### src/rtl/sender_pkg.sv
// Shared definitions for the ARQ sender: FSM encoding, default frame/timeout/retry
// settings and a counter-width helper.
package sender_pkg;

    typedef enum logic [2:0] {
        ST_IDLE     = 3'd0,
        ST_SEND     = 3'd1,
        ST_WAIT_ACK = 3'd2,
        ST_RETRANS  = 3'd3,
        ST_FLUSH    = 3'd4,
        ST_FAIL     = 3'd5
    } arq_state_t;

    localparam int unsigned DEF_FRAME_LEN   = 64;
    localparam int unsigned DEF_TIMEOUT_CYC = 4096;
    localparam int unsigned DEF_MAX_RETRY   = 3;
    localparam int unsigned RETRY_W         = 2;

    // Bits needed to hold values 0..n-1, never less than one bit.
    function automatic int unsigned cnt_width(input int unsigned n);
        return (n > 1) ? $clog2(n) : 1;
    endfunction

    // States in which the mapper must not start a new frame.
    function automatic logic st_holds_map(input arq_state_t s);
        return (s == ST_WAIT_ACK) || (s == ST_RETRANS) || (s == ST_FAIL);
    endfunction

endpackage

### src/rtl/arq_ctrl_if.sv
// Frame, replay and ACK strobes between the mapper/line-FIFO/receive side and arq_ctrl.
interface arq_ctrl_if;

    logic i_frame_valid;
    logic i_frame_fas;
    logic i_replay_beat;
    logic i_ack_valid;
    logic i_ack_ok;

    modport master (
        output i_frame_valid,
        output i_frame_fas,
        output i_replay_beat,
        output i_ack_valid,
        output i_ack_ok
    );

    modport slave (
        input  i_frame_valid,
        input  i_frame_fas,
        input  i_replay_beat,
        input  i_ack_valid,
        input  i_ack_ok
    );

endinterface

### src/rtl/arq_timer.sv
// ACK timeout timer: counts while enabled, holds at its last value, expires on
// the cycle the count reaches TIMEOUT_CYC-1.
module arq_timer
    import sender_pkg::*;
#(
    parameter int unsigned TIMEOUT_CYC = DEF_TIMEOUT_CYC
) (
    input  logic i_clk,
    input  logic i_rst_n,
    input  logic i_clear,
    input  logic i_enable,
    output logic o_expire
);

    localparam int unsigned TW = cnt_width(TIMEOUT_CYC);
    localparam logic [TW-1:0] LAST = TW'(TIMEOUT_CYC - 1);
    localparam logic [TW-1:0] ONE  = TW'(1);

    logic [TW-1:0] r_cnt;
    logic          w_at_last;

    assign w_at_last = (r_cnt == LAST);

    always_ff @(posedge i_clk or negedge i_rst_n) begin
        if (!i_rst_n) begin
            r_cnt <= '0;
        end else if (i_clear) begin
            r_cnt <= '0;
        end else if (i_enable && !w_at_last) begin
            r_cnt <= r_cnt + ONE;
        end
    end

    assign o_expire = i_enable & ~i_clear & w_at_last;

endmodule

### src/rtl/arq_ctrl.sv
// ARQ sender controller: tracks each mapped frame, waits for ACK/NAK, replays
// the frame from the line FIFO on NAK/timeout and gives up after MAX_RETRY.
module arq_ctrl
    import sender_pkg::*;
#(
    parameter int unsigned FRAME_LEN   = DEF_FRAME_LEN,
    parameter int unsigned TIMEOUT_CYC = DEF_TIMEOUT_CYC,
    parameter int unsigned MAX_RETRY   = DEF_MAX_RETRY
) (
    input  logic               i_clk,
    input  logic               i_rst_n,
    input  logic               i_arq_en,
    input  logic               i_fail_clr,
    arq_ctrl_if.slave          i_link,
    output logic               o_map_hold,
    output logic               o_retrans_req,
    output logic               o_lf_flush,
    output logic [RETRY_W-1:0] o_retry_cnt,
    output logic               o_fail,
    output logic               o_busy
);

    localparam int unsigned CW = cnt_width(FRAME_LEN + 1);
    localparam logic [CW-1:0] ONE      = CW'(1);
    localparam logic [CW-1:0] LEN_LAST = CW'(FRAME_LEN - 1);
    localparam logic [RETRY_W-1:0] MAXR    = RETRY_W'(MAX_RETRY);
    localparam logic [RETRY_W-1:0] R_ONE   = RETRY_W'(1);

    arq_state_t         r_state;
    arq_state_t         w_state_nxt;
    logic [CW-1:0]      r_byte_cnt;
    logic [CW-1:0]      w_byte_nxt;
    logic [RETRY_W-1:0] r_retry;
    logic [RETRY_W-1:0] w_retry_nxt;

    logic r_map_hold;
    logic r_retrans_req;
    logic r_lf_flush;
    logic r_fail;
    logic r_busy;

    logic w_tmr_en;
    logic w_tmr_clr;
    logic w_tmr_expire;
    logic w_ack_good;
    logic w_ack_bad;

    // Timer runs only while waiting; any other state leaves it cleared, so each
    // entry into WAIT_ACK starts counting from zero.
    assign w_tmr_en  = (r_state == ST_WAIT_ACK);
    assign w_tmr_clr = ~w_tmr_en;

    arq_timer #(
        .TIMEOUT_CYC (TIMEOUT_CYC)
    ) u_timer (
        .i_clk    (i_clk),
        .i_rst_n  (i_rst_n),
        .i_clear  (w_tmr_clr),
        .i_enable (w_tmr_en),
        .o_expire (w_tmr_expire)
    );

    assign w_ack_good = i_link.i_ack_valid &  i_link.i_ack_ok;
    assign w_ack_bad  = i_link.i_ack_valid & ~i_link.i_ack_ok;

    always_comb begin
        w_state_nxt = r_state;
        w_byte_nxt  = r_byte_cnt;
        w_retry_nxt = r_retry;

        unique case (r_state)
            ST_IDLE: begin
                if (i_link.i_frame_valid && i_link.i_frame_fas) begin
                    w_state_nxt = ST_SEND;
                    w_byte_nxt  = ONE;
                end
            end
            ST_SEND: begin
                if (i_link.i_frame_valid) begin
                    if (i_link.i_frame_fas) begin
                        w_byte_nxt = ONE;
                    end else if (r_byte_cnt == LEN_LAST) begin
                        w_byte_nxt  = '0;
                        w_state_nxt = i_arq_en ? ST_WAIT_ACK : ST_FLUSH;
                    end else begin
                        w_byte_nxt = r_byte_cnt + ONE;
                    end
                end
            end
            ST_WAIT_ACK: begin
                // A good ACK outranks a coincident timeout expiry.
                if (!i_arq_en || w_ack_good) begin
                    w_state_nxt = ST_FLUSH;
                end else if (w_ack_bad || w_tmr_expire) begin
                    if (r_retry < MAXR) begin
                        w_state_nxt = ST_RETRANS;
                        w_retry_nxt = r_retry + R_ONE;
                    end else begin
                        w_state_nxt = ST_FAIL;
                    end
                end
            end
            ST_RETRANS: begin
                if (i_link.i_replay_beat) begin
                    if (r_byte_cnt == LEN_LAST) begin
                        w_byte_nxt  = '0;
                        w_state_nxt = ST_WAIT_ACK;
                    end else begin
                        w_byte_nxt = r_byte_cnt + ONE;
                    end
                end
            end
            ST_FLUSH: begin
                w_state_nxt = ST_IDLE;
            end
            ST_FAIL: begin
                if (i_fail_clr) begin
                    w_state_nxt = ST_FLUSH;
                end
            end
            default: begin
                w_state_nxt = ST_IDLE;
                w_byte_nxt  = '0;
            end
        endcase

        if (w_state_nxt == ST_FLUSH) begin
            w_retry_nxt = '0;
        end
    end

    // Outputs are decoded from the next state so they change together with it.
    always_ff @(posedge i_clk or negedge i_rst_n) begin
        if (!i_rst_n) begin
            r_state       <= ST_IDLE;
            r_byte_cnt    <= '0;
            r_retry       <= '0;
            r_map_hold    <= 1'b0;
            r_retrans_req <= 1'b0;
            r_lf_flush    <= 1'b0;
            r_fail        <= 1'b0;
            r_busy        <= 1'b0;
        end else begin
            r_state       <= w_state_nxt;
            r_byte_cnt    <= w_byte_nxt;
            r_retry       <= w_retry_nxt;
            r_map_hold    <= st_holds_map(w_state_nxt);
            r_retrans_req <= (w_state_nxt == ST_RETRANS);
            r_lf_flush    <= (w_state_nxt == ST_FLUSH);
            r_fail        <= (w_state_nxt == ST_FAIL);
            r_busy        <= (w_state_nxt != ST_IDLE);
        end
    end

    assign o_map_hold    = r_map_hold;
    assign o_retrans_req = r_retrans_req;
    assign o_lf_flush    = r_lf_flush;
    assign o_retry_cnt   = r_retry;
    assign o_fail        = r_fail;
    assign o_busy        = r_busy;

    a_flush_single: assert property (@(posedge i_clk) disable iff (!i_rst_n)
        r_lf_flush |=> !r_lf_flush);

    a_retry_sat: assert property (@(posedge i_clk) disable iff (!i_rst_n)
        r_retry <= MAXR);

endmodule
### src/flat_wrapper.sv
// flat-port wrapper written by rule: the top's interface ports become plain ports
module arq_ctrl_flat import sender_pkg::*;
#(
    parameter int unsigned FRAME_LEN   = DEF_FRAME_LEN,
    parameter int unsigned TIMEOUT_CYC = DEF_TIMEOUT_CYC,
    parameter int unsigned MAX_RETRY   = DEF_MAX_RETRY
)
  (i_clk, i_rst_n, i_arq_en, i_fail_clr, o_map_hold, o_retrans_req, o_lf_flush, o_retry_cnt, o_fail, o_busy, i_link_i_frame_valid, i_link_i_frame_fas, i_link_i_replay_beat, i_link_i_ack_valid, i_link_i_ack_ok);
  arq_ctrl_if i_link_i ();
  input  logic i_clk;
  input  logic i_rst_n;
  input  logic i_arq_en;
  input  logic i_fail_clr;
  output logic o_map_hold;
  output logic o_retrans_req;
  output logic o_lf_flush;
  output logic [RETRY_W-1:0] o_retry_cnt;
  output logic o_fail;
  output logic o_busy;
  input wire logic [$bits(i_link_i.i_frame_valid)-1:0] i_link_i_frame_valid;
  input wire logic [$bits(i_link_i.i_frame_fas)-1:0] i_link_i_frame_fas;
  input wire logic [$bits(i_link_i.i_replay_beat)-1:0] i_link_i_replay_beat;
  input wire logic [$bits(i_link_i.i_ack_valid)-1:0] i_link_i_ack_valid;
  input wire logic [$bits(i_link_i.i_ack_ok)-1:0] i_link_i_ack_ok;
  assign i_link_i.i_frame_valid = i_link_i_frame_valid;
  assign i_link_i.i_frame_fas = i_link_i_frame_fas;
  assign i_link_i.i_replay_beat = i_link_i_replay_beat;
  assign i_link_i.i_ack_valid = i_link_i_ack_valid;
  assign i_link_i.i_ack_ok = i_link_i_ack_ok;
  arq_ctrl #(.FRAME_LEN(FRAME_LEN), .TIMEOUT_CYC(TIMEOUT_CYC), .MAX_RETRY(MAX_RETRY)) u_core (.i_clk(i_clk), .i_rst_n(i_rst_n), .i_arq_en(i_arq_en), .i_fail_clr(i_fail_clr), .i_link(i_link_i), .o_map_hold(o_map_hold), .o_retrans_req(o_retrans_req), .o_lf_flush(o_lf_flush), .o_retry_cnt(o_retry_cnt), .o_fail(o_fail), .o_busy(o_busy));
endmodule
### config.mk
export PLATFORM = sky130hd
export DESIGN_NAME = arq_ctrl_flat
export DESIGN_NICKNAME = d
export VERILOG_FILES = /design/src/rtl/sender_pkg.sv /design/src/rtl/arq_ctrl_if.sv /design/src/rtl/arq_timer.sv /design/src/rtl/arq_ctrl.sv /design/src/flat_wrapper.sv
export SDC_FILE = /design/constraint.sdc
export NUM_CORES = 1
export LEC_CHECK = 0
export ABC_AREA = 0
export ABC_CLOCK_PERIOD_IN_PS = 4800
export CAP_MARGIN = 30
export CORE_MARGIN = 1.5
export CORE_UTILIZATION = 59
export CTS_BUF_LIST = sky130_fd_sc_hd__clkbuf_8 sky130_fd_sc_hd__clkbuf_16
export DETAILED_ROUTE_END_ITERATION = 10
export GPL_ROUTABILITY_DRIVEN = 0
export PLACE_DENSITY_LB_ADDON = 0.3
export SYNTH_ARGS = -nofsm -noshare
export SYNTH_HDL_FRONTEND = slang
export SYNTH_SLANG_ARGS = --single-unit
### constraint.sdc
create_clock -name i_clk -period 4.8 [get_ports i_clk]
set_input_delay 1.2 -clock i_clk [delete_from_list [all_inputs] [get_ports i_clk]]
set_output_delay 1.2 -clock i_clk [all_outputs]
set_load 0.03 [all_outputs]
Yosys cells after proc, flatten, opt, wreduce, memory -nomap -nowiden --
Cells that the tools add are included.
Word-level totals: flip-flop bits (word level) 29
Operators by class: multiplexer cells 25, order comparisons 1, add/sub/neg operators 3, bitwise operators 5, reductions and logical operators 16, equal/unequal tests 16
Operator list (count):
- $mux W7 | 5
- $mux W3 | 11
- $pmux W7 S4 | 1
- $mux W12 | 2
- $pmux W3 S5 | 1
- $add A12 B1 Y12 const B | 1
- $eq A12 B12 Y1 const B | 1
- $eq A3 B2 Y1 const B | 4
- $eq A3 B3 Y1 const B | 4
- $mux W2 | 5
- $reduce_and A4 Y1 | 2
- $add A7 B1 Y7 const B | 1
- $eq A7 B6 Y1 const B | 1
- $ne A2 B2 Y1 const B | 3
- $reduce_bool A2 Y1 | 3
- $logic_or A1 B1 Y1 | 4
- $ne A2 B1 Y1 const B | 2
- $and A1 B1 Y1 | 3
- $eq A3 B1 Y1 const B | 1
- $logic_not A3 Y1 | 1
- $reduce_bool A3 Y1 | 1
- $reduce_or A3 Y1 | 1
- $add A2 B1 Y2 const B | 1
- $logic_and A1 B1 Y1 | 2
- 3 further kinds | 5

Depth between registers and ports, before layout --
Gate-level depths: netlist of the first run.
word-level depth 9, gate-level depth with buffers 7, mapped depth without buffers 6

By module --
Synthesis of the first run repeated with hierarchy kept, for this count alone.
Unflattened totals: cell total of the unflattened synthesis 165, area, all modules 1627.8 sq um
By module, submodules not included:
- arq_ctrl | times used 1, cells an instance 98, area an instance 975.9 sq um
- arq_timer | times used 1, cells an instance 67, area an instance 651.9 sq um

Least setup slack after synthesis of the first run --
Ideal clock, no wire load.
path kind input-to-reg, from input port i_link_i_frame_fas, to register u_core.r_retry[1], in the netlist u_core.o_retry_cnt[1], arrival 2.365 ns, setup time 0.132 ns, buffers on the path 0, stages on the path 5, data required time 4.668 ns, path slack 2.303 ns, path through nand2b_1 > o41ai_1 > a32oi_1 > a2111oi_4 > nor2_1
Between the ends: cells in the longest elaborated chain, start to end 6, elaborated cells between the ends (all ways) 12
Ends and longest elaborated chain:
- start: declaration | line flat_wrapper.sv:21 | input wire logic [$bits(i_link_i.i_frame_fas)-1:0] i_link_i_frame_fas;
- $mux W3 or $logic_and A1 B1 Y1 (tied branches) | line arq_ctrl.sv:80, arq_ctrl.sv:73
- $mux W3 (on tied branches) | line arq_ctrl.sv:79, arq_ctrl.sv:73
- $pmux W3 S5 (*) | line arq_ctrl.sv:71 | unique case (r_state)
- $eq A3 B3 Y1 (*) | line arq_ctrl.sv:127 | if (w_state_nxt == ST_FLUSH) begin
- $ne A2 B2 Y1 (no source line) or $reduce_bool A2 Y1 (tied branches)
- $reduce_and A4 Y1 (no source line)
- end signal: assignment | line arq_ctrl.sv:146 | r_retry <= w_retry_nxt;
- end: declaration | line arq_ctrl.sv:33 | logic [RETRY_W-1:0] r_retry;
Every way passes the cells marked *; elsewhere a longest branch is shown, timed or not. A chain may end at the register's enable or synchronous reset.

Final worst setup path of the first run --
from input port i_link_i_frame_fas, to register u_core.r_map_hold, in the netlist u_core.o_map_hold
Between the ends: cells in the longest elaborated chain, start to end 6, elaborated cells between the ends (all ways) 10
Ends and longest elaborated chain:
- $mux W3 or $logic_and A1 B1 Y1 (tied branches) | line arq_ctrl.sv:80, arq_ctrl.sv:73
- $mux W3 (on tied branches) | line arq_ctrl.sv:79, arq_ctrl.sv:73
- $pmux W3 S5 (*) | line arq_ctrl.sv:71
- $eq A3 B2 Y1 | line sender_pkg.sv:26 | return (s == ST_WAIT_ACK) || (s == ST_RETRANS) || (s == ST_FAIL);
- $logic_or A1 B1 Y1 | line sender_pkg.sv:26
- $logic_or A1 B1 Y1 (*) | line sender_pkg.sv:26
- end signal: assignment | line arq_ctrl.sv:147 | r_map_hold <= st_holds_map(w_state_nxt);
- end: declaration | line arq_ctrl.sv:36 | logic r_map_hold;
Marked as above.

==> impl_metrics.tcl, run 1 <==
set metrics [dict create \
    outcome "finished clean" \
    fin_nets 192 \
    ys.flop_type "dfrtp_1" \
    grt_usage_pct 25.5 \
    clkSinkCount 29 \
    syn_nets 172 \
    grt_pass1_vias 1209 \
    async_flop_share_pct 100 \
    ys_top_cells_by_count "29 x dfrtp_1, 25 x nor2_1, 10 x nand3_1, 10 x o21ai_0, 9 x inv_1" \
    cts_setup_buffers 0 \
    power_density_nw_per_um2 299 \
    r2r-start "u_core.r_byte_cnt[0]" \
    finalHoldViolCount 0 \
    viasPerCell 5.96 \
    fin_util_pct 73.8 \
    cp_num_buf_inv 1 \
    cpMaxStageDelayCell "a211oi_1" \
    leakage_nw 0.796 \
    rsz0062_at_grt "no" \
    cts_hold_repair.buffers 0 \
    syn_inst 160 \
    cp-end-kind "flop" \
    antenna_found_initial 0 \
    timing.setup.tns_ps 0 \
    clk_pin_slew_ps 50 \
    path_cells "clkdlybuf4s50_1 > nand2b_1 > nor3_1 > o21ai_0 > a211oi_1 > o21ai_0" \
    ys_warn_count 0 \
    grt_max_degree 18 \
    yosys.cell_types.count 42 \
    seq_area_frac_synth_pct 47.6 \
    synthToLayoutAreaGrowth_pct 18.8 \
    final_area_um2 1810 \
    cts_made_buffers 5 \
    fill_cells 180 \
    post-route-period-util_pct 62.0 \
    drtIter0Drc 26 \
    cpMostUsedCell "o21ai_0" \
    drv_cap 0 \
    die_area_um2 2900 \
    die_h_um 53.8 \
    synth.avg_cell_area_um2 9.53 \
    hold_class "reg2reg" \
    dr.pass1.iters 4 \
    synth_area_um2 1530 \
    criticalPathCategory "in2reg" \
    cp_top_family "compound AO/OA/AOI/OAI gates" \
    avgRoutedWirePerCell_um 14.6 \
    cp-start-kind "primary input" \
    max_stage_delay_ps 610 \
    min_period_ps 2980 \
    worst_pin_slew_ps 761 \
    ant_nets 0 \
    synth_seq_cells 29 \
    worstPathMaxFanout 5 \
    synth_area_leader_cell "dfrtp_1" \
    coreArea_um2 2450 \
    post_cts_resized 0 \
    pin_count 16 \
    setup_viol 0 \
    placed_cell_area_um2 1730 \
    routed_wl_mm 3.07 \
    insertedDiodeCount 0 \
    grt_pass1_wl_mm 5.14 \
    htree_levels 2 \
    hp-start "u_core.r_byte_cnt[6]" \
    clockBufferDepth 2 \
    tritoncts "built" \
    cp-startpoint "i_link_i_frame_fas" \
    required_ps 4930 \
    synth.most_common_cell "dfrtp_1" \
    yosysTopAreaCellShare_pct 47.6 \
    std_cell_rows 18 \
    pre_cts_ws_ps 1630 \
    port_buffers 15 \
    final.setup_skew_ps 5.00 \
    clock.fmax_mhz 336 \
    cts_root_buffer "clkbuf_8" \
    ys_top_cells_by_area "dfrtp_1 48%, nor2_1 6.2%, xor2_1 4.6%, nand3_1 3.3%, o21ai_0 3.3%" \
    grt.overflow.total 0 \
    arrival_ps 3100 \
    drive_gt1_share_pct 7.78 \
    drc 0 \
    num_vias 1252 \
    clk_latency_ps 280 \
    slew_headroom_pct 49.2 \
    layout_setup_ws_ps 1820 \
    synth_edf_count 0 \
    dp_hpwl_mm 2.29 \
    start_util_pct 62.1 \
    slew_viol_final 0 \
    ir_worst_vdd_mv 0.361 \
    die_w_um 53.8 \
]
==> state kept, by name, summed over array words and instances (netlist names) <==
signal and flops:
u_core.u_timer.r_cnt 12, u_core.r_byte_cnt 7, u_core.r_state 3, u_core.o_retry_cnt 2, u_core.o_busy 1, u_core.o_fail 1, u_core.o_lf_flush 1, u_core.o_map_hold 1
u_core.o_retrans_req 1
==> where the power goes <==
| part | leakage [nW] | switching [W] | total [W] | internal (W) |
|---|---|---|---|---|
| clock | 0.0485 | 0.0000831 | 0.000194 | 0.000111 |
| sequential | 0.393 | 0.0000144 | 0.000271 | 0.000256 |
| combinational | 0.354 | 0.0000437 | 0.0000776 | 0.0000339 |
==> logic make-up after synthesis <==
logic type	synth area share, %
AOI/OAI and AO/OA	16.0
muxes	1.31
adders and majority gates	2.46
and+or+nand+nor	23.2
buffers and inverters	3.69
xor gates and xnor gates	5.74
DFF	47.6
==> stage by stage <==
stage | cells | total power [W] | hold slack [ps]
floorplan | 160 | 0.000319 | 448
global placement | 202 | 0.000344 | 471
detailed placement | 203 | 0.000351 | 490
CTS | 210 | 0.000549 | 505
global route | 210 | 0.000572 | 517
finish | 210 | 0.000542 | 505
==> cell type report <==
class | instances | area [µm²] | share of cell area, %
clock buffer | 6 | 82.6 | 4.56
sequential | 29 | 726 | 40.1
clock inverter | 1 | 3.75 | 0.207
inverter | 9 | 33.8 | 1.86
multi-input combinational | 118 | 743 | 41.0
timing repair buffer | 17 | 185 | 10.2
tap | 30 | 37.5 | 2.07
==> placed cells by master, fill, tap and decap left out, drive strengths merged, types with 2 or more instances in the layout <==
| cell type | count |
|---|---|
| buf | 2 |
| clkbuf | 6 |
| inv | 10 |
| o31ai | 3 |
| xor2 | 8 |
| dfrtp | 29 |
| nor2b | 4 |
| mux2i | 2 |
| o21ai | 10 |
| a31oi | 2 |
| nand3 | 10 |
| clkdlybuf4s50 | 15 |
| and3 | 2 |
| a21oi | 8 |
| nand4 | 3 |
| ha | 3 |
| nor3 | 2 |
| or4 | 2 |
| nand2 | 8 |
| xnor2 | 2 |
| and4 | 2 |
| nand2b | 3 |
| a211oi | 2 |
| o41ai | 2 |
| nor2 | 26 |
==> per-layer routing <==
| metal | part of all wire [%] | routed length (µm) | GRT usage, % | up-vias |
|---|---|---|---|---|
| met5 | 0 | 0 | 0 | - |
| met4 | 2.2 | 69 | 12.0 | 0 |
| met3 | 5.1 | 157 | 8.89 | 9 |
| met2 | 50 | 1550 | 42.7 | 31 |
| met1 | 42 | 1300 | 28.8 | 610 |
| li1 | - | - | - | 602 |
==> worst paths after layout <==
| kind | end | slack, ps | cells past startpoint |
|---|---|---|---|
| worst min-delay path | u_core.r_byte_cnt[6] | 510 | 1 |
| worst min register to register | u_core.r_byte_cnt[6] | 510 | 1 |
| min in group asynchronous | u_core.u_timer.r_cnt[0] | 1290 | 1 |
| worst max-delay path | u_core.o_map_hold | 1820 | 6 |
| max in group asynchronous | u_core.u_timer.r_cnt[7] | 2900 | 3 |
| worst max register to register | u_core.o_map_hold | 2530 | 6 |
Note: power is estimated with default switching activity, not from simulation.
==> inputs of run 2 (changes only) <==
- ABC_CLOCK_PERIOD_IN_PS: 4800 -> 2930
- CORE_UTILIZATION: 59 -> 55
- clock period: 4.8 -> 2.93 ns (I/O delays scaled with it)
==> run 2 against run 1 <==
Compared with the run above: sequential power is 64% higher; first-iteration DRC count is 77% higher; routed wire length is 7.7% higher; die area is 6.9% higher; largest power group unchanged.
==> impl_metrics.tcl, run 2 (synthesis results as in run 1) <==
set metrics [dict create \
    die_area_um2 3100 \
    setup_viol 0 \
    path_cells "clkdlybuf4s50_1 > nand2b_1 > nor3_1 > o21ai_0 > a211oi_1 > nand3_1" \
    htree_levels 2 \
    drc 0 \
    dp_hpwl_mm 2.35 \
    post-route-period-util_pct 86.4 \
    grt_pass1_vias 1286 \
    die_h_um 55.7 \
    hold_class "reg2reg" \
    grt_max_degree 30 \
    rsz0062_at_grt "no" \
    grtUsageMet2_pct 39.6 \
    clock.fmax_mhz 395 \
    cts_hold_repair.buffers 0 \
    outcome "finished clean" \
    std_cell_rows 18 \
    drv_cap 0 \
    port_buffers 15 \
    max_stage_delay_ps 580 \
    cp-end-kind "flop" \
    drive_gt1_share_pct 7.78 \
    routed_wl_mm 3.31 \
    grt.overflow.total 0 \
    avgRoutedWirePerCell_um 15.7 \
    grt-busiest-layer "met2" \
    viasPerCell 5.86 \
    arrival_ps 2660 \
    worstPathMaxFanout 5 \
    ir_worst_vdd_mv 0.507 \
    num_vias 1230 \
    clk_latency_ps 280 \
    largest_reg_flops 12 \
    met3_usage_pct 8.14 \
    insertedDiodeCount 0 \
    cts_made_buffers 5 \
    coreArea_um2 2540 \
    rrSetupSlack_ps 650 \
    antenna_found_initial 0 \
    dr.pass1.iters 4 \
    clockBufferDepth 2 \
    timing.setup.tns_ps 0 \
    min_period_ps 2530 \
    drtIter0Drc 46 \
    cp_top_family "compound AO/OA/AOI/OAI gates" \
    use_met1_pct 26.6 \
    power_w 0.000879 \
    cp_num_buf_inv 1 \
    final.setup_skew_ps 5.61 \
    die_w_um 55.7 \
    grt_pass1_wl_mm 5.66 \
    pin_count 16 \
    worst_pin_slew_ps 753 \
    synthToLayoutAreaGrowth_pct 16.7 \
    final_cell_mix "29 x dfrtp_1, 25 x nor2_1, 15 x clkdlybuf4s50_1" \
    cts_setup_buffers 0 \
    tritoncts "built" \
    fin_nets 191 \
    post_cts_resized 0 \
    cp-start-kind "primary input" \
    start_util_pct 59.9 \
    clkSinkCount 29 \
    finalHoldViolCount 0 \
    layout_commonest_cell "dfrtp_1" \
    criticalPathCategory "in2reg" \
    slew_headroom_pct 49.8 \
    required_ps 3050 \
    grt_usage_pct 23.3 \
    cpMaxStageDelayCell "a211oi_1" \
    power_density_nw_per_um2 494 \
    cts_root_buffer "clkbuf_8" \
    leakage_nw 0.784 \
    largest_registers "u_core.u_timer.r_cnt (12), u_core.r_byte_cnt (7), u_core.r_state (3)" \
    largest_register "u_core.u_timer.r_cnt" \
    clk_pin_slew_ps 60 \
    slew_viol_final 0 \
    ant_nets 0 \
]
-- run 2: metal layers --
metal / vias up / wire [µm]
met5: - / 0
met4: 0 / 44
met3: 8 / 176
met2: 36 / 1690
met1: 584 / 1400
li1: 602 / -
-- run 2: area by class of cell --
type	instances	area, µm²
clock buffer	5	68.8
clock inverter	3	13.8
fill	200	764
inverter	9	33.8
multi-input combinational	118	743
sequential	29	726
tap	30	37.5
timing repair buffer	16	158
-- run 2: through the flow --
| stage | area (µm²) | hold WS [ps] | setup slack, ps | utilization [%] | cells |
|---|---|---|---|---|---|
| 2_1_floorplan | 1530 | 437 | 900 | - | 160 |
| 3_3_place_gp | 1700 | 471 | 332 | 66.7 | 202 |
| 3_5_place_dp | 1700 | 487 | 120 | 66.7 | 202 |
| 4_1_cts | 1780 | 500 | 412 | 70.0 | 210 |
| 5_1_grt | 1780 | 515 | 237 | 70.0 | 210 |
| 6_report | 1780 | 511 | 398 | 70.0 | 210 |
-- run 2: path summary, 6_finish.rpt --
check | end | cells past startpoint | startpoint
hold / removal | u_core.r_byte_cnt[6] | 1 | u_core.r_byte_cnt[6]
hold reg to reg | u_core.r_byte_cnt[6] | 1 | u_core.r_byte_cnt[6]
setup reg to reg | u_core.o_busy | 6 | u_core.r_byte_cnt[0]
max in group asynchronous | u_core.r_state[1] | 2 | i_rst_n
setup / recovery | u_core.o_busy | 6 | i_link_i_frame_fas
min in group asynchronous | u_core.u_timer.r_cnt[4] | 2 | i_rst_n
-- run 2: power breakdown --
part	internal (W)	total, W	leakage (nW)	switching [W]
logic	0.0000517	0.000123	0.342	0.0000715
clock network	0.000161	0.000312	0.0491	0.000151
registers	0.000420	0.000444	0.393	0.0000244
total	0.000632	0.000879	0.784	0.000247
-- run 2: worst register-to-register path, stage by stage, from the launching register on --
cell and delay, ps:
dfrtp_1 400, ha_1 210, nand3_1 240, nor3_1 280
o21ai_0 240, a211oi_1 580, nand3_1 180
==> inputs of run 3 (changes only) <==
- CORE_UTILIZATION: 55 -> 40
==> run 3 against run 2 <==
Compared with the run above: worst setup slack better by 84 ps; final cell count is 8.6% higher; critical endpoint is now u_core.o_retry_cnt[1]; routed wire length is 4.6% lower; non-clock buffer count stayed put; final area is 3.2% higher; worst hold slack worse by 32 ps; count of clock-buffer cells in the layout is 1 higher; via count is 2.8% higher; core utilization is 20 points lower; first-iteration DRC count is 4.3% lower; sequential power hardly changed; register-to-register slack better by 90 ps.
==> impl_metrics.tcl, run 3 (synthesis results as in run 1) <==
set metrics [dict create \
    path_cells "clkdlybuf4s50_1 > nand2b_1 > o41ai_1 > a32oi_1 > a2111oi_4 > nor2_1" \
    insertedDiodeCount 0 \
    grt_pass1_wl_mm 5.68 \
    leakage_nw 0.798 \
    avgRoutedWirePerCell_um 13.8 \
    cts_setup_buffers 0 \
    largest_registers "u_core.u_timer.r_cnt (12), u_core.r_byte_cnt (7), u_core.r_state (3)" \
    clk_latency_ps 280 \
    clkSinkCount 29 \
    final_cell_mix "29 x dfrtp_1, 25 x nor2_1, 15 x clkdlybuf4s50_1" \
    criticalPathCategory "in2reg" \
    routed_wl_mm 3.15 \
    cts_made_buffers 5 \
    r2r_end "u_core.o_map_hold" \
    fill_cells 354 \
    dr.pass1.iters 4 \
    synthToLayoutAreaGrowth_pct 20.4 \
    required_ps 3090 \
    grt.overflow.total 0 \
    dp_hpwl_mm 2.28 \
    r2r-start "u_core.r_byte_cnt[0]" \
    die_h_um 64.8 \
    top_layer "met4" \
    cp-start-kind "primary input" \
    wl_met3_um 107 \
    ant_nets 0 \
    die_w_um 64.8 \
    min_period_ps 2450 \
    start_util_pct 41.7 \
    hp-start "u_core.r_byte_cnt[6]" \
    slew_headroom_pct 55.3 \
    grt_usage_pct 17.4 \
    fin_nets 191 \
    ir_worst_vdd_mv 0.474 \
    coreArea_um2 3660 \
    drc 0 \
    cp_top_family "compound AO/OA/AOI/OAI gates" \
    tritoncts "built" \
    power_density_nw_per_um2 539 \
    cpMaxStageDelayCell "clkdlybuf4s50_1" \
    clk_pin_slew_ps 60 \
    whs_endpoint "u_core.r_byte_cnt[6]" \
    slew_viol_final 0 \
    worstPathMaxFanout 5 \
    clock.fmax_mhz 408 \
    drive_gt1_share_pct 7.78 \
    grt_pass1_vias 1279 \
    setup_viol 0 \
    layout_commonest_cell "dfrtp_1" \
    wl_met2_mm 1.60 \
    num_vias 1264 \
    std_cell_rows 22 \
    power_w 0.000991 \
    largest_reg_flops 12 \
    outcome "finished clean" \
    min_path_cells 1 \
    reg2reg_depth 6 \
    port_buffers 15 \
    max_stage_delay_ps 460 \
    rrSetupSlack_ps 740 \
    grt_max_degree 30 \
    largest_register "u_core.u_timer.r_cnt" \
    antenna_found_initial 0 \
    finalHoldViolCount 0 \
    htree_levels 2 \
    drv_cap 0 \
    final.setup_skew_ps 4.49 \
    arrival_ps 2600 \
    post_cts_resized 0 \
    wl_met1_mm 1.42 \
    die_area_um2 4190 \
    cp-end-kind "flop" \
    viasPerCell 5.54 \
    pin_count 16 \
    cts_root_buffer "clkbuf_8" \
    drtIter0Drc 44 \
    clockBufferDepth 2 \
    rsz0062_at_grt "no" \
    cts_hold_repair.buffers 0 \
    worst_pin_slew_ps 670 \
    timing.setup.tns_ps 0 \
    hold_class "reg2reg" \
    post-route-period-util_pct 83.6 \
    cp_num_buf_inv 1 \
]
run 3: changes by cell type in the layout (fill, tap and decap cells not counted):
cell | previous run | this run
clkinv_2 | 2 | 0
clkbuf_8 | 5 | 6
bufinv_16 | 0 | 1
run 3: worst reg2reg max path, stage by stage, from the launching register on:
cell	delay, ps
dfrtp_1	430
ha_1	220
nand3_1	220
nor3_1	260
o21ai_0	230
a211oi_1	540
o21ai_0	160
run 3: how the worst max path moves through the flow:
stage	slack, ps	cells past startpoint	startpoint	endpoint
after floorplan	900	5	i_link_i_frame_fas	u_core.o_retry_cnt[1]
after global placement	320	6	i_link_i_frame_fas	u_core.o_retry_cnt[1]
after detailed placement	200	6	i_link_i_frame_fas	u_core.o_retry_cnt[1]
after CTS	470	6	i_link_i_frame_fas	u_core.o_retry_cnt[1]
after global routing	280	6	i_link_i_frame_fas	u_core.o_map_hold
final	480	6	i_link_i_frame_fas	u_core.o_retry_cnt[1]
run 3: metal layers:
layer / vias to the layer above / global-route usage, %
li1: 605 / -
met1: 635 / 21.9
met2: 21 / 29.1
met3: 3 / 4.17
met4: 0 / 5.85
met5: - / 0
run 3: where the power goes:
group	internal (W)	switching (W)	total [W]	leakage [nW]
registers	0.000419	0.0000241	0.000444	0.393
logic	0.0000516	0.0000688	0.000120	0.342
clock network	0.000273	0.000153	0.000427	0.0626
total	0.000744	0.000246	0.000991	0.798
run 3: cell type report:
cell class | count | area (µm²) | area share [%]
clock buffers | 6 | 82.6 | 4.50
clock inverters | 2 | 33.8 | 1.84
inverters | 9 | 33.8 | 1.84
multi-input cells | 118 | 743 | 40.5
flip-flops and latches | 29 | 726 | 39.5
well taps | 48 | 60.1 | 3.27
repair buffers | 16 | 158 | 8.58
run 3: metrics by stage:
| step | utilization [%] | hold slack, ps | area (µm²) | worst slack (ps) | instances |
|---|---|---|---|---|---|
| after global placement | 47.0 | 463 | 1720 | 323 | 220 |
| final | 50.2 | 479 | 1840 | 482 | 228 |
| after global routing | 50.2 | 493 | 1840 | 278 | 228 |
| after CTS | 50.2 | 482 | 1840 | 474 | 228 |
| after detailed placement | 47.0 | 477 | 1720 | 200 | 220 |
| after floorplan | - | 437 | 1530 | 900 | 160 |
==> edit 1 (settings of run 2) <==
The 6 states of `arq_state_t` get a one-hot encoding in 6 bits.
--- a/src/rtl/sender_pkg.sv
+++ b/src/rtl/sender_pkg.sv
@@ -3,11 +3,11 @@
 package sender_pkg;
 
-    typedef enum logic [2:0] {
-        ST_IDLE     = 3'd0,
-        ST_SEND     = 3'd1,
-        ST_WAIT_ACK = 3'd2,
-        ST_RETRANS  = 3'd3,
-        ST_FLUSH    = 3'd4,
-        ST_FAIL     = 3'd5
+    typedef enum logic [5:0] {
+        ST_IDLE     = 6'b000001,
+        ST_SEND     = 6'b000010,
+        ST_WAIT_ACK = 6'b000100,
+        ST_RETRANS  = 6'b001000,
+        ST_FLUSH    = 6'b010000,
+        ST_FAIL     = 6'b100000
     } arq_state_t;
 
Behaviour: no difference found for any inputs over 10 cycles, from zero or initial values and one cycle with i_rst_n low; not proved beyond that.
==> edit 1 against run 2 <==
- via count rose by 22%
- final area rose by 14%
- wire length grew 15%
- sequential cell count up 3
- critical path depth is the same
- worst setup slack better by 0.18 ns
- die area rose by 13%
- synthesized area is 14% higher
Power is not compared: it rests on default switching activity, and its combinational part moved more than twofold at a synthesized area within 25%.
==> edit 1: results (changes against run 2) <==
| Metric | Value |
|---|---|
| Status | `finished, final reports clean (unchanged)` |
| Worst Setup SP | `i_link_i_replay_beat (was i_link_i_frame_fas)` |
| Seq/Total Area, Yosys | `46.0% (was 47.6%)` |
| Logic pwr share | `22.2%` |
| Combinational Power | `254 uW` |
| Worst path slowest cell | `clkdlybuf4s50_1 (was a211oi_1)` |
| Routed wire length | `3800 um (was 3310 um)` |
| Hold Path End | `u_core.r_byte_cnt[5] (was u_core.r_byte_cnt[6])` |
| Synth top cells by count | `dfrtp_1, nor2_1, nand2_1, nand3_1, o21ai_0 (was dfrtp_1, nor2_1, nand3_1, o21ai_0, inv_1)` |
| Worst-Skew Late Latency | `0.29 ns` |
| First-pass DRT Iterations | `4 (unchanged)` |
| Largest registers | `u_core.u_timer.r_cnt (12), u_core.r_byte_cnt (7), u_core.r_state (6) (was u_core.u_timer.r_cnt (12), u_core.r_byte_cnt (7), u_core.r_state (3))` |
| Vias in the first global route | `1438 (was 1286)` |
| Total CTS buffers | `5 (unchanged)` |
| Critical path's top delay family | `compound AO/OA/AOI/OAI gates (unchanged)` |
| GR Util met1 | `31.0% (was 26.6%)` |
| Netlist cell types | `42 (unchanged)` |
| Synth top area cells | `dfrtp_1, nand3_1, o21ai_0, nor2_1, nand2_1 (was dfrtp_1, nor2_1, xor2_1, nand3_1, o21ai_0)` |
| Hold path start | `u_core.r_byte_cnt[5] (was u_core.r_byte_cnt[6])` |
| Net Count, Synth | `198 (was 172)` |
| HPWL after DPL | `2610 um (was 2350 um)` |
| RR Endpoint | `u_core.o_retry_cnt[1] (was u_core.o_busy)` |
| Routing usage on met3 | `6.55% (was 8.14%)` |
| Arr. time, crit path | `2.52 ns (was 2.66 ns)` |
| Largest net degree at the start of global routing | `33 (was 30)` |
| GRT Total Usage | `24.8% (was 23.3%)` |
| CP peak stage delay | `0.51 ns (was 0.58 ns)` |
| Worst R2R Setup Slack | `0.74 ns (was 0.65 ns)` |
| WL met3 | `182 um (was 176 um)` |
| Critical path destination | `u_core.r_byte_cnt[5] (was u_core.o_busy)` |
| Initial antenna violation count | `0 (unchanged)` |
| Met1 WL | `1660 um (was 1400 um)` |
| Final #Nets | `216 (was 191)` |
| Setup Skew | `0.00676 ns (was 0.00561 ns)` |
| IO Port Bufs | `15 (unchanged)` |
| First-pass GRT wire length | `6400 um (was 5660 um)` |
| Met2 WL | `1830 um (was 1690 um)` |
| Total number of vias | `1506 (was 1230)` |
| Share of cells above drive strength 1 | `6.86% (was 7.78%)` |
| M2 GR Usage | `38.5% (was 39.6%)` |
| Drt initial violations | `149 (was 46)` |
| Slew HR | `64.6% (was 49.8%)` |
| Crit Path Max Fanout | `13 (was 5)` |
| R2r startpoint | `u_core.u_timer.r_cnt[0] (was u_core.r_byte_cnt[0])` |
edit 1: cells by family after synthesis:
logic type	synth area share, %
AOI/OAI and AO/OA	16.0
DFF	46.0
adders and majority gates	2.16
xor gates and xnor gates	4.53
buffers and inverters	3.16
and+or+nand+nor	26.9
muxes	1.15
edit 1: final cells by class:
| type | instances | area [um2] |
|---|---|---|
| fill | 255 | 998 |
| clock buffer | 7 | 96.3 |
| timing repair buffer | 17 | 165 |
| multi-input combinational | 141 | 885 |
| tap | 44 | 55.1 |
| inverter | 7 | 26.3 |
| sequential | 32 | 802 |
edit 1: metrics by stage:
stage               cell area, um2  cells  hold WS (ns)  utilization [%]  worst slack (ns)
floorplan                     1740    186         0.437                -             0.986
global placement              1930    241         0.466             63.8             0.487
detailed placement            1930    241         0.501             63.8             0.384
CTS                           2030    248         0.512             67.0             0.680
global route                  2030    248         0.541             67.0             0.527
finish                        2030    248         0.526             67.0             0.573
==> edit 2 (flow settings as in run 2) <==
Without the edit above. The package constant `RETRY_W` goes from 2 to 3.
--- a/src/rtl/sender_pkg.sv
+++ b/src/rtl/sender_pkg.sv
@@ -15,5 +15,5 @@
     localparam int unsigned DEF_TIMEOUT_CYC = 4096;
     localparam int unsigned DEF_MAX_RETRY   = 3;
-    localparam int unsigned RETRY_W         = 2;
+    localparam int unsigned RETRY_W         = 3;
 
     // Bits needed to hold values 0..n-1, never less than one bit.
Interface: changed (resized o_retry_cnt); port bits go from 16 to 17. The function was not compared with the original's and may differ.
==> edit 2 against run 2 <==
- the run now ends with DRC left
- final area up 6.1%
- final cell count rose by 4.3%
- worst setup slack better by 0.25 ns
- sequential cell count increased by 1
- highest routed layer unchanged
- wire length up 0.79%
- fmax rose by 11%
- synthesized area grew 7.6%
Power is not compared: it rests on default switching activity, and its combinational part moved more than twofold at a synthesized area within 25%.
==> edit 2: results (changes against run 2) <==
| Metric | Value |
|---|---|
| Async set-reset flop share out of synthesis | `100% (unchanged)` |
| HPWL after DPL | `2390 um (was 2350 um)` |
| YS warnings | `0 (unchanged)` |
| Seq/Total Area, Yosys | `45.7% (was 47.6%)` |
| R2r startpoint | `u_core.u_timer.r_cnt[0] (was u_core.r_byte_cnt[0])` |
| Drt initial violations | `85 (was 46)` |
| Arr. time, crit path | `2.47 ns (was 2.66 ns)` |
| GRT Total Usage | `23.0% (was 23.3%)` |
| CP peak stage delay | `0.51 ns (was 0.58 ns)` |
| Synth Area per Inst | `9.77 um2 (was 9.53 um2)` |
| Routed wire length | `3330 um (was 3310 um)` |
| Worst-case vdd ir drop | `0.341 mV` |
| DRC errors left | `1 (was 0)` |
| First-pass GRT wire length | `5720 um (was 5660 um)` |
| Net Count, Synth | `180 (was 172)` |
| Total number of vias | `1261 (was 1230)` |
| Worst R2R Setup Slack | `0.97 ns (was 0.65 ns)` |
| Tcrit/Tclk final | `77.8% (was 86.4%)` |
| Synth top area cells | `dfrtp_1, nor2_1, xnor2_1, mux2i_1, inv_1 (was dfrtp_1, nor2_1, xor2_1, nand3_1, o21ai_0)` |
| RR Endpoint | `u_core.o_retry_cnt[1] (was u_core.o_busy)` |
| Critical path destination | `u_core.r_byte_cnt[2] (was u_core.o_busy)` |
| Filler cells | `211 (was 200)` |
| DP Cell Count | `212 (was 202)` |
| Dominant synthesized flop cell | `dfrtp_1 (unchanged)` |
| Clock tree buffer depth | `2 (unchanged)` |
| Vias per inst | `5.76 (was 5.86)` |
| Largest registers | `u_core.u_timer.r_cnt (12), u_core.r_byte_cnt (7) (was u_core.u_timer.r_cnt (12), u_core.r_byte_cnt (7), u_core.r_state (3))` |
| Final #Nets | `200 (was 191)` |
| Netlist cell types | `46 (was 42)` |
| Clock-pin slew on the worst setup and hold paths | `0.06 ns (about the same)` |
| Worst path slowest cell | `clkdlybuf4s50_1 (was a211oi_1)` |
| Worst Setup SP | `i_link_i_frame_valid (was i_link_i_frame_fas)` |
| IO Port Bufs | `16 (was 15)` |
| Share of cells above drive strength 1 | `10.6% (was 7.78%)` |
| Post-CTS sizing | `0 (unchanged)` |
| Pre-CTS setup slack | `0.367 ns (was 0.120 ns)` |
| First-pass DRT Iterations | `7 (was 4)` |
| Crit Path Max Fanout | `11 (was 5)` |
| Status | `finished, violations left (was finished, final reports clean)` |
| Total CTS buffers | `5 (unchanged)` |
| Hold Crit Class | `register to register (unchanged)` |
| Setup Skew | `0.00371 ns (was 0.00561 ns)` |
| Synth top cells by count | `dfrtp_1, nor2_1, inv_1 (was dfrtp_1, nor2_1, nand3_1, o21ai_0, inv_1)` |
| Largest net degree at the start of global routing | `31 (was 30)` |
| Leakage Power | `0.812 nW` |
| Slew HR | `64.0% (was 49.8%)` |
| Failing checks | `DRC` |
==> edit 2: report_power, final <==
part / switching, mW / internal [mW] / leakage [nW]
clock: 0.149 / 0.159 / 0.0438
sequential: 0.0113 / 0.424 / 0.404
combinational: 0.0334 / 0.0268 / 0.364
==> edit 2: area by class of cell <==
cell class	count	area share (%)
Inverter	12	2.38
Timing Repair Buffer	17	8.87
Clock inverter	2	0.530
Sequential cell	30	39.7
Clock buffer	5	3.64
Multi-Input combinational cell	122	42.8
Tap cell	31	2.05
==> edit 2: worst min path at each step <==
stage	slack, ns	cells past startpoint	to	start
after floorplan	0.44	0	u_core.o_busy	i_rst_n
after global placement	0.46	1	u_core.r_byte_cnt[6]	u_core.r_byte_cnt[6]
after detailed placement	0.47	1	u_core.r_byte_cnt[6]	u_core.r_byte_cnt[6]
after CTS	0.48	1	u_core.r_byte_cnt[6]	u_core.r_byte_cnt[6]
after global routing	0.54	1	u_core.r_byte_cnt[6]	u_core.r_byte_cnt[6]
final	0.48	1	u_core.r_byte_cnt[6]	u_core.r_byte_cnt[6]
==> edit 2: logic make-up (layout without fill, tap and decap cells) <==
| family | count (synthesis) | in the layout | share of synthesized area (%) |
|---|---|---|---|
| AO/OA/AOI/OAI | 32 | 32 | 13.0 |
| XOR/XNOR | 10 | 10 | 5.34 |
| adder cells (fa/ha/maj) | 3 | 3 | 2.29 |
| buffers and inverters | 16 | 36 | 5.03 |
| flip-flops | 30 | 30 | 45.7 |
| multiplexers | 5 | 5 | 3.05 |
| AND/OR/NAND/NOR | 72 | 72 | 25.6 |
==> edit 2: critical path: cells and delay by family <==
family          cells  cell delay (ns)
simple gates        3             0.70
buf+inv             1             0.51
compound gates      2             0.52
==> edit 2: through the flow <==
stage	hold WS, ns	area, um2	utilization [%]
finish	0.476	1890	67.4
global route	0.538	1890	67.4
CTS	0.483	1890	67.4
detailed placement	0.468	1810	64.5
global placement	0.462	1810	64.5
floorplan	0.437	1640	-
==> edit 2: metal layers <==
| metal | global-route usage, % | up-vias | wire length (um) |
|---|---|---|---|
| met4 | 9.63 | 0 | 42 |
| met5 | 0 | - | 0 |
| li1 | - | 630 | - |
| met2 | 39.8 | 25 | 1740 |
| met1 | 26.2 | 600 | 1410 |
| met3 | 7.37 | 6 | 144 |
